<file path="config.mk">
export PLATFORM = sky130hd
export DESIGN_NAME = edge_bbox_stats
export DESIGN_NICKNAME = d
export VERILOG_FILES = /design/src/rtl/edge_stats_pkg.sv /design/src/rtl/frame_pos_counter.sv /design/src/rtl/edge_bbox_stats.sv
export SDC_FILE = /design/constraint.sdc
export NUM_CORES = 1
export LEC_CHECK = 0
export BUFFER_PORTS_ARGS = -buffer_cell sky130_fd_sc_hd__buf_2
export CAP_MARGIN = 0
export CORE_MARGIN = 1.5
export CORE_UTILIZATION = 45
export DETAILED_ROUTE_END_ITERATION = 7
export RECOVER_POWER = 100
export SYNTH_ARGS = -nofsm -noshare
export SYNTH_HDL_FRONTEND = slang
export SYNTH_SLANG_ARGS = --single-unit
</file>
<file path="constraint.sdc">
create_clock -name clk -period 7.59 [get_ports clk]
set_clock_uncertainty 0.05 [all_clocks]
set_input_delay 1.518 -clock clk [delete_from_list [all_inputs] [get_ports clk]]
set_output_delay 1.518 -clock clk [all_outputs]
set_load 0.01 [all_outputs]
</file>
<file path="src/rtl/edge_stats_pkg.sv">
// Shared widths and FSM encoding for the edge bounding-box statistics block.
package edge_stats_pkg;

    localparam int DEF_X_BITS   = 11;
    localparam int DEF_Y_BITS   = 11;
    localparam int DEF_CNT_BITS = 22;

    typedef enum logic [1:0] {
        ST_IDLE   = 2'd0,
        ST_ACTIVE = 2'd1,
        ST_REPORT = 2'd2
    } state_t;

endpackage

</file>
<file path="src/rtl/frame_pos_counter.sv">
// Detects vsync/href edges and tracks the column/row position of the
// current pixel; both coordinates saturate at all-ones.
module frame_pos_counter
    import edge_stats_pkg::*;
#(
    parameter int X_BITS = DEF_X_BITS,
    parameter int Y_BITS = DEF_Y_BITS
) (
    input  logic              clk,
    input  logic              rst,
    input  logic              vsync,
    input  logic              href,
    input  logic              clken,
    input  logic              count_rows,
    output logic              pix_valid,
    output logic              vsync_rise,
    output logic              vsync_fall,
    output logic [X_BITS-1:0] x,
    output logic [Y_BITS-1:0] y
);

    logic              vsync_d_q;
    logic              href_d_q;
    logic              armed_q;
    logic [X_BITS-1:0] x_q;
    logic [Y_BITS-1:0] y_q;
    logic              href_fall;

    assign pix_valid  = vsync & href & clken;
    // A frame already under way when reset releases must not look like a
    // new frame start, so rising edges count only after vsync was seen low.
    assign vsync_rise = vsync & ~vsync_d_q & armed_q;
    assign vsync_fall = ~vsync & vsync_d_q;
    assign href_fall  = ~href & href_d_q;

    always_ff @(posedge clk or posedge rst) begin
        if (rst) begin
            vsync_d_q <= 1'b0;
            href_d_q  <= 1'b0;
            armed_q   <= 1'b0;
            x_q       <= '0;
            y_q       <= '0;
        end else begin
            vsync_d_q <= vsync;
            href_d_q  <= href;
            if (!vsync) begin
                armed_q <= 1'b1;
            end
            if (href_fall) begin
                x_q <= '0;
            end else if (pix_valid && (x_q != '1)) begin
                x_q <= x_q + 1'b1;
            end
            if (vsync_rise) begin
                y_q <= '0;
            end else if (href_fall && count_rows && (y_q != '1)) begin
                y_q <= y_q + 1'b1;
            end
        end
    end

    assign x = x_q;
    assign y = y_q;

endmodule

</file>
<file path="src/rtl/edge_bbox_stats.sv">
// Per-frame edge-pixel count and bounding box of a binary edge stream,
// published with a one-cycle stats_valid pulse after each frame ends.
module edge_bbox_stats
    import edge_stats_pkg::*;
#(
    parameter int X_BITS   = DEF_X_BITS,
    parameter int Y_BITS   = DEF_Y_BITS,
    parameter int CNT_BITS = DEF_CNT_BITS
) (
    input  logic                clk,
    input  logic                rst,
    input  logic                per_frame_vsync,
    input  logic                per_frame_href,
    input  logic                per_frame_clken,
    input  logic                per_img_Bit,
    output logic [CNT_BITS-1:0] edge_count,
    output logic [X_BITS-1:0]   x_min,
    output logic [X_BITS-1:0]   x_max,
    output logic [Y_BITS-1:0]   y_min,
    output logic [Y_BITS-1:0]   y_max,
    output logic                bbox_empty,
    output logic                stats_valid
);

    state_t              state_q, state_d;
    logic                pix_valid, vsync_rise, vsync_fall;
    logic [X_BITS-1:0]   x;
    logic [Y_BITS-1:0]   y;
    logic                enter_active, hit, report_load;

    logic [CNT_BITS-1:0] cnt_q;
    logic [X_BITS-1:0]   xmin_q, xmax_q;
    logic [Y_BITS-1:0]   ymin_q, ymax_q;
    logic                seen_q;

    logic [CNT_BITS-1:0] edge_count_q;
    logic [X_BITS-1:0]   x_min_q, x_max_q;
    logic [Y_BITS-1:0]   y_min_q, y_max_q;
    logic                bbox_empty_q, stats_valid_q;

    frame_pos_counter #(
        .X_BITS (X_BITS),
        .Y_BITS (Y_BITS)
    ) u_pos (
        .clk        (clk),
        .rst        (rst),
        .vsync      (per_frame_vsync),
        .href       (per_frame_href),
        .clken      (per_frame_clken),
        .count_rows (state_q == ST_ACTIVE),
        .pix_valid  (pix_valid),
        .vsync_rise (vsync_rise),
        .vsync_fall (vsync_fall),
        .x          (x),
        .y          (y)
    );

    always_comb begin
        state_d = state_q;
        case (state_q)
            ST_IDLE:   if (vsync_rise) state_d = ST_ACTIVE;
            ST_ACTIVE: if (vsync_fall) state_d = ST_REPORT;
            ST_REPORT: state_d = vsync_rise ? ST_ACTIVE : ST_IDLE;
            default:   state_d = ST_IDLE;
        endcase
    end

    assign enter_active = (state_d == ST_ACTIVE) && (state_q != ST_ACTIVE);
    assign hit          = (state_q == ST_ACTIVE) && pix_valid && per_img_Bit;
    // Outputs load on the edge into REPORT so they are visible with the pulse.
    assign report_load  = (state_q == ST_ACTIVE) && (state_d == ST_REPORT);

    always_ff @(posedge clk or posedge rst) begin
        if (rst) begin
            state_q <= ST_IDLE;
            cnt_q   <= '0;
            xmin_q  <= '1;
            xmax_q  <= '0;
            ymin_q  <= '1;
            ymax_q  <= '0;
            seen_q  <= 1'b0;
        end else begin
            state_q <= state_d;
            if (enter_active) begin
                cnt_q  <= '0;
                xmin_q <= '1;
                xmax_q <= '0;
                ymin_q <= '1;
                ymax_q <= '0;
                seen_q <= 1'b0;
            end else if (hit) begin
                if (cnt_q != '1) cnt_q <= cnt_q + 1'b1;
                if (x < xmin_q)  xmin_q <= x;
                if (x > xmax_q)  xmax_q <= x;
                if (y < ymin_q)  ymin_q <= y;
                if (y > ymax_q)  ymax_q <= y;
                seen_q <= 1'b1;
            end
        end
    end

    always_ff @(posedge clk or posedge rst) begin
        if (rst) begin
            edge_count_q  <= '0;
            x_min_q       <= '0;
            x_max_q       <= '0;
            y_min_q       <= '0;
            y_max_q       <= '0;
            bbox_empty_q  <= 1'b1;
            stats_valid_q <= 1'b0;
        end else begin
            stats_valid_q <= report_load;
            if (report_load) begin
                edge_count_q <= cnt_q;
                x_min_q      <= seen_q ? xmin_q : '0;
                x_max_q      <= seen_q ? xmax_q : '0;
                y_min_q      <= seen_q ? ymin_q : '0;
                y_max_q      <= seen_q ? ymax_q : '0;
                bbox_empty_q <= ~seen_q;
            end
        end
    end

    assign edge_count  = edge_count_q;
    assign x_min       = x_min_q;
    assign x_max       = x_max_q;
    assign y_min       = y_min_q;
    assign y_max       = y_max_q;
    assign bbox_empty  = bbox_empty_q;
    assign stats_valid = stats_valid_q;

endmodule
</file>
Word level (Yosys, flattened, before mapping)
Index checks and enable logic that the tools add are counted.
W data, S select, Z words.
{ "word_totals": {"inputBits": 6, "output_inout_bits": 68, "reg_bits": 162, "elab_cells": 94} }
{ "op_classes": {"addsub": 3, "eq_ne": 8, "n_bitwise": 10, "n_mux": 29, "reduce_logical": 21, "n_lt_le_gt_ge": 4} }
{ "ops": {"columns": ["operator", "count"], "rows": [
  ["$mux W11", 20],
  ["$mux W22", 3],
  ["$add A11 B1 Y11 const B", 2],
  ["$add A22 B1 Y22 const B", 1],
  ["$gt A11 B11 Y1", 2],
  ["$lt A11 B11 Y1", 2],
  ["$ne A11 B11 Y1 const B", 2],
  ["$ne A22 B22 Y1 const B", 1],
  ["$reduce_bool A2 Y1", 8],
  ["$reduce_and A2 Y1", 5],
  ["$logic_and A1 B1 Y1", 7],
  ["$and A1 B1 Y1", 6],
  ["$pmux W2 S3", 1],
  ["$eq A2 B1 Y1 const B", 2],
  ["$eq A2 B2 Y1 const B", 2],
  ["$mux W2", 2],
  ["$not A1 Y1", 4],
  ["$mux W1", 3],
  ["$logic_not A2 Y1", 1],
  ["$ne A2 B1 Y1 const B", 1]
]} }

Longest topological paths before layout
{ "depth": {"word_depth": 9, "depth_mapped": 9, "depth_no_buf": 8} }

Modules after synthesis
Synthesis repeated with hierarchy kept, for this count alone.
{ "hier_totals": {"cells_unflattened": 853, "hier_area_um2": 7998.9} }
{ "modules_own_cells": {"columns": ["mod", "cells_per_inst", "seq_area_each_um2", "n_inst", "area_per_inst_um2"], "rows": [
  ["edge_bbox_stats", 719, 3457.1, 1, 6692.7],
  ["frame_pos_counter", 134, 625.6, 1, 1306.3]
]} }

Worst setup path after synthesis
OpenSTA, ideal clock, no wires.
{ "synth_timing": {"path_type": "input to register", "start": "input port per_frame_clken", "end": "register cnt_q[13]", "path_buffers": 1, "stages": 7, "setup_ns": 0.132, "arrival_ns": 2.652, "setup_slack_ns": 4.756, "required_time_ns": 7.408, "cell_sequence": "nand3_1 -> or3_1 -> buf_2 -> nor2_1 -> and3_1 -> xnor2_1 -> nor2_1"} }
{ "synth_via": {"elab_chain_cells": 5} }
{ "synth_rtl": {"columns": ["element", "line", "source"], "rows": [
  ["from (decl)", "edge_bbox_stats.sv:14", "input logic per_frame_clken,"],
  ["$and A1 B1 Y1", "frame_pos_counter.sv:29", "assign pix_valid = vsync & href & clken;"],
  ["$logic_and A1 B1 Y1 (2 in series)", "edge_bbox_stats.sv:69", "assign hit = (state_q == ST_ACTIVE) && pix_valid && per_img_Bit;"],
  ["$reduce_bool A2 Y1 (no source line)", null, null],
  ["$reduce_and A2 Y1 (no source line)", null, null],
  ["to (signal assigned)", "edge_bbox_stats.sv:92", "if (cnt_q != '1) cnt_q <= cnt_q + 1'b1;"],
  ["to (decl)", "edge_bbox_stats.sv:31", "logic [CNT_BITS-1:0] cnt_q;"]
]} }
No other way between the ends.
A chain may end at the register's enable or synchronous reset.

==> out/metrics.cfg <==
[cts]
cts_resized=0
cts.clk_slew.worst_paths_ps=60
post-cts-setup-buffers=0
cts.path.max_buffers=2
cts_hold_buf=0
cts_buffers=17
cts_tree=built
clock-sinks=162
htreeDepth=4
clk_latency_ps=430
cts-root-buf=clkbuf_16

[sta]
grt_setup_unrepaired=no
timing.final.crit_share_pct=58.7
hold_viol_final=0
maxSlewHeadroom_pct=-150
min_period_ps=4460
finalSetupViolCount=0
worst_pin_slew_ps=3730
slew_violations=154
tns_ps=0
fmax_mhz=224

[routing]
vias_per_cell=5.23
drc=0
dr.pass1.iters=4
vias=6087
drt_wl_total_um=17800
avgRoutedWirePerCell_um=15.3
ant_nets=0
drt-initial-drc-count=312

[synthesis]
ys_types=49
synth_area_per_cell_um2=9.19
synth_cells=870
seq_area_frac_synth_pct=51.1
async_flop_share_pct=100
synth_ff_type=dfrtp_1
synth-seq-cells=162
yosysWarningCount=0
synth_area_um2=8000
synth_edf_count=0
synth_nets=921

[worst_setup_path]
crit_chain=buf_2 > clkinvlp_2 > buf_4
worst-path-buf-inv=3
max_stage_delay_ps=2090
crit_fanout=86
crit_slowest_cell=clkinvlp_2
crit_arrival_ps=4820
end_kind=async pin
critPathRequiredTime_ps=7950
cp_top_family=buffers and inverters
critPathKind=primary input to async pin
startpoint_type=primary input

[floorplan]
num_rows=48
fp.dieW_um=136
start_util_pct=46.1
fp.dieH_um=136
core_area_um2=17400
ioPinCount=74
design.die.area_um2=18600

[cells_and_area]
final_util_pct=52.4
nets=977
layout_commonest_cell=nand2_1
diodes=0
areaGrowthSynthToFinish_pct=13.8
final_cell_area_um2=9100
mostFrequentLayoutCells=nand2_1 (192), dfrtp_1 (139), nand3_1 (88)
drive_above_1_share_pct=8.41

[grt]
grt_pass1_wl_um=29900
antenna_found_initial=0
grt_use_total_pct=20.5
grt_pass1_vias=5882
overflow=0
grt_max_degree=87

[power]
p_switching_mw=0.554
p_comb_share_pct=10.1
internal-power_mw=1.64
p_sw_share_pct=25.2
powerDensity_nw_per_um2=242
p_leak_nw=4.48
max-vdd-ir-drop_mv=0.161
pwr-share-seq_pct=45.4
clkPwrFrac_pct=44.5

[min_path]
min_path_type=flop to flop

[placed_design]
post_dp_cell_area_um2=8530
port_buffers=73
globalplace.congestion=0.794
hpwl_um=11700

[status]
status=complete, but fails checks
violations=capacitance limit, slew limit

[run]
max_cap_viol_count=2

==> worst min-delay path, stage by stage (launching register included) <==
cell and delay (ps):
dfrtp_1 340, nand2_1 50, nand2_1 50
==> sequential cells by signal (all words and copies together), names as in the netlist <==
name and count:
seen_q 1, u_pos.x 11, u_pos.href_d_q 1, ymin_q 11, state_q 2, xmax_q 11, x_max 11, u_pos.armed_q 1
cnt_q 22, edge_count 22, stats_valid 1, ymax_q 11, xmin_q 11, y_min 11, u_pos.vsync_d_q 1, u_pos.y 11
x_min 11, bbox_empty 1, y_max 11
==> layer usage <==
layer | vias to the layer above | share of wire (%) | track usage, %
li1 | 3050 | - | -
met1 | 2924 | 50 | 28.4
met5 | - | 0 | 0
met3 | 20 | 2.8 | 3.36
met2 | 93 | 46 | 32.5
met4 | 0 | 1.5 | 7.03
==> stage by stage <==
stage	std cells	hold WS (ps)	power [mW]	worst slack [ps]
final	1164	412	2.20	3130
after global routing	1164	434	2.30	2390
after CTS	1164	414	2.23	4300
after detailed placement	1132	400	1.25	3850
after global placement	1132	400	1.24	3900
after floorplan	870	383	1.16	1680
==> cell families after synthesis <==
kind of cell / after synthesis / share of synthesized area [%]
xor gates and xnor gates: 30 / 3.29
muxes: 24 / 3.16
buffers and inverters: 101 / 4.85
adders and majority gates: 45 / 7.04
AOI/OAI and AO/OA: 97 / 7.61
and+or+nand+nor: 411 / 23.0
DFF: 162 / 51.1
==> final cells by class <==
class	instances	area (um2)
Clock buffer	19	443
Clock inverter	13	233
Fill cell	1663	8260
Inverter	60	226
Multi-Input combinational cell	607	3520
Sequential cell	162	4080
Tap cell	225	282
Timing Repair Buffer	78	312
==> cell usage after synthesis (3+ instances only) <==
library cell	number	share of area (%)
nand2_1	193	9.1
dfrtp_1	139	44
nand3_1	88	5.5
nor2_1	68	3.2
inv_1	60	2.8
ha_1	45	7.0
o21ai_0	41	2.6
clkbuf_1	26	1.2
dfstp_2	23	7.6
a21oi_1	20	1.3
xnor2_1	19	2.1
mux2i_1	14	1.8
and3_1	11	0.86
o311ai_0	11	1.2
xor2_1	11	1.2
mux2_2	10	1.4
nand4_1	10	0.78
buf_1	8	0.38
nor3_1	8	0.50
or3_1	8	0.63
buf_2	6	0.38
a31oi_1	5	0.39
nor2b_1	5	0.39
nor4_1	5	0.39
a21o_1	4	0.38
and4_1	4	0.44
a211oi_1	3	0.28
==> final timing paths <==
kind / from / end / slack (ps) / cells past startpoint
setup reg to reg: state_q[1] / x_max[9] / 4430 / 6
max in group clk: per_frame_vsync / x_max[9] / 3640 / 7
min in group asynchronous: rst / x_max[9] / 2160 / 2
setup / recovery: rst / xmax_q[0] / 3130 / 3
hold / removal: x_min[6] / x_min[6] / 410 / 2
hold reg to reg: x_min[6] / x_min[6] / 410 / 2
==> power groups by stage <==
| stage | Combinational (mW) | Clock [mW] | Sequential (mW) |
|---|---|---|---|
| 6_report | 0.221 | 0.979 | 0.998 |
| 4_1_cts | 0.239 | 0.995 | 0.997 |
| 2_1_floorplan | 0.142 | 0 | 1.02 |
| 3_3_place_gp | 0.231 | 0 | 1.01 |
| 5_1_grt | 0.256 | 1.03 | 1.01 |
| 3_5_place_dp | 0.237 | 0 | 1.01 |
(Power assumes the default switching activity.)
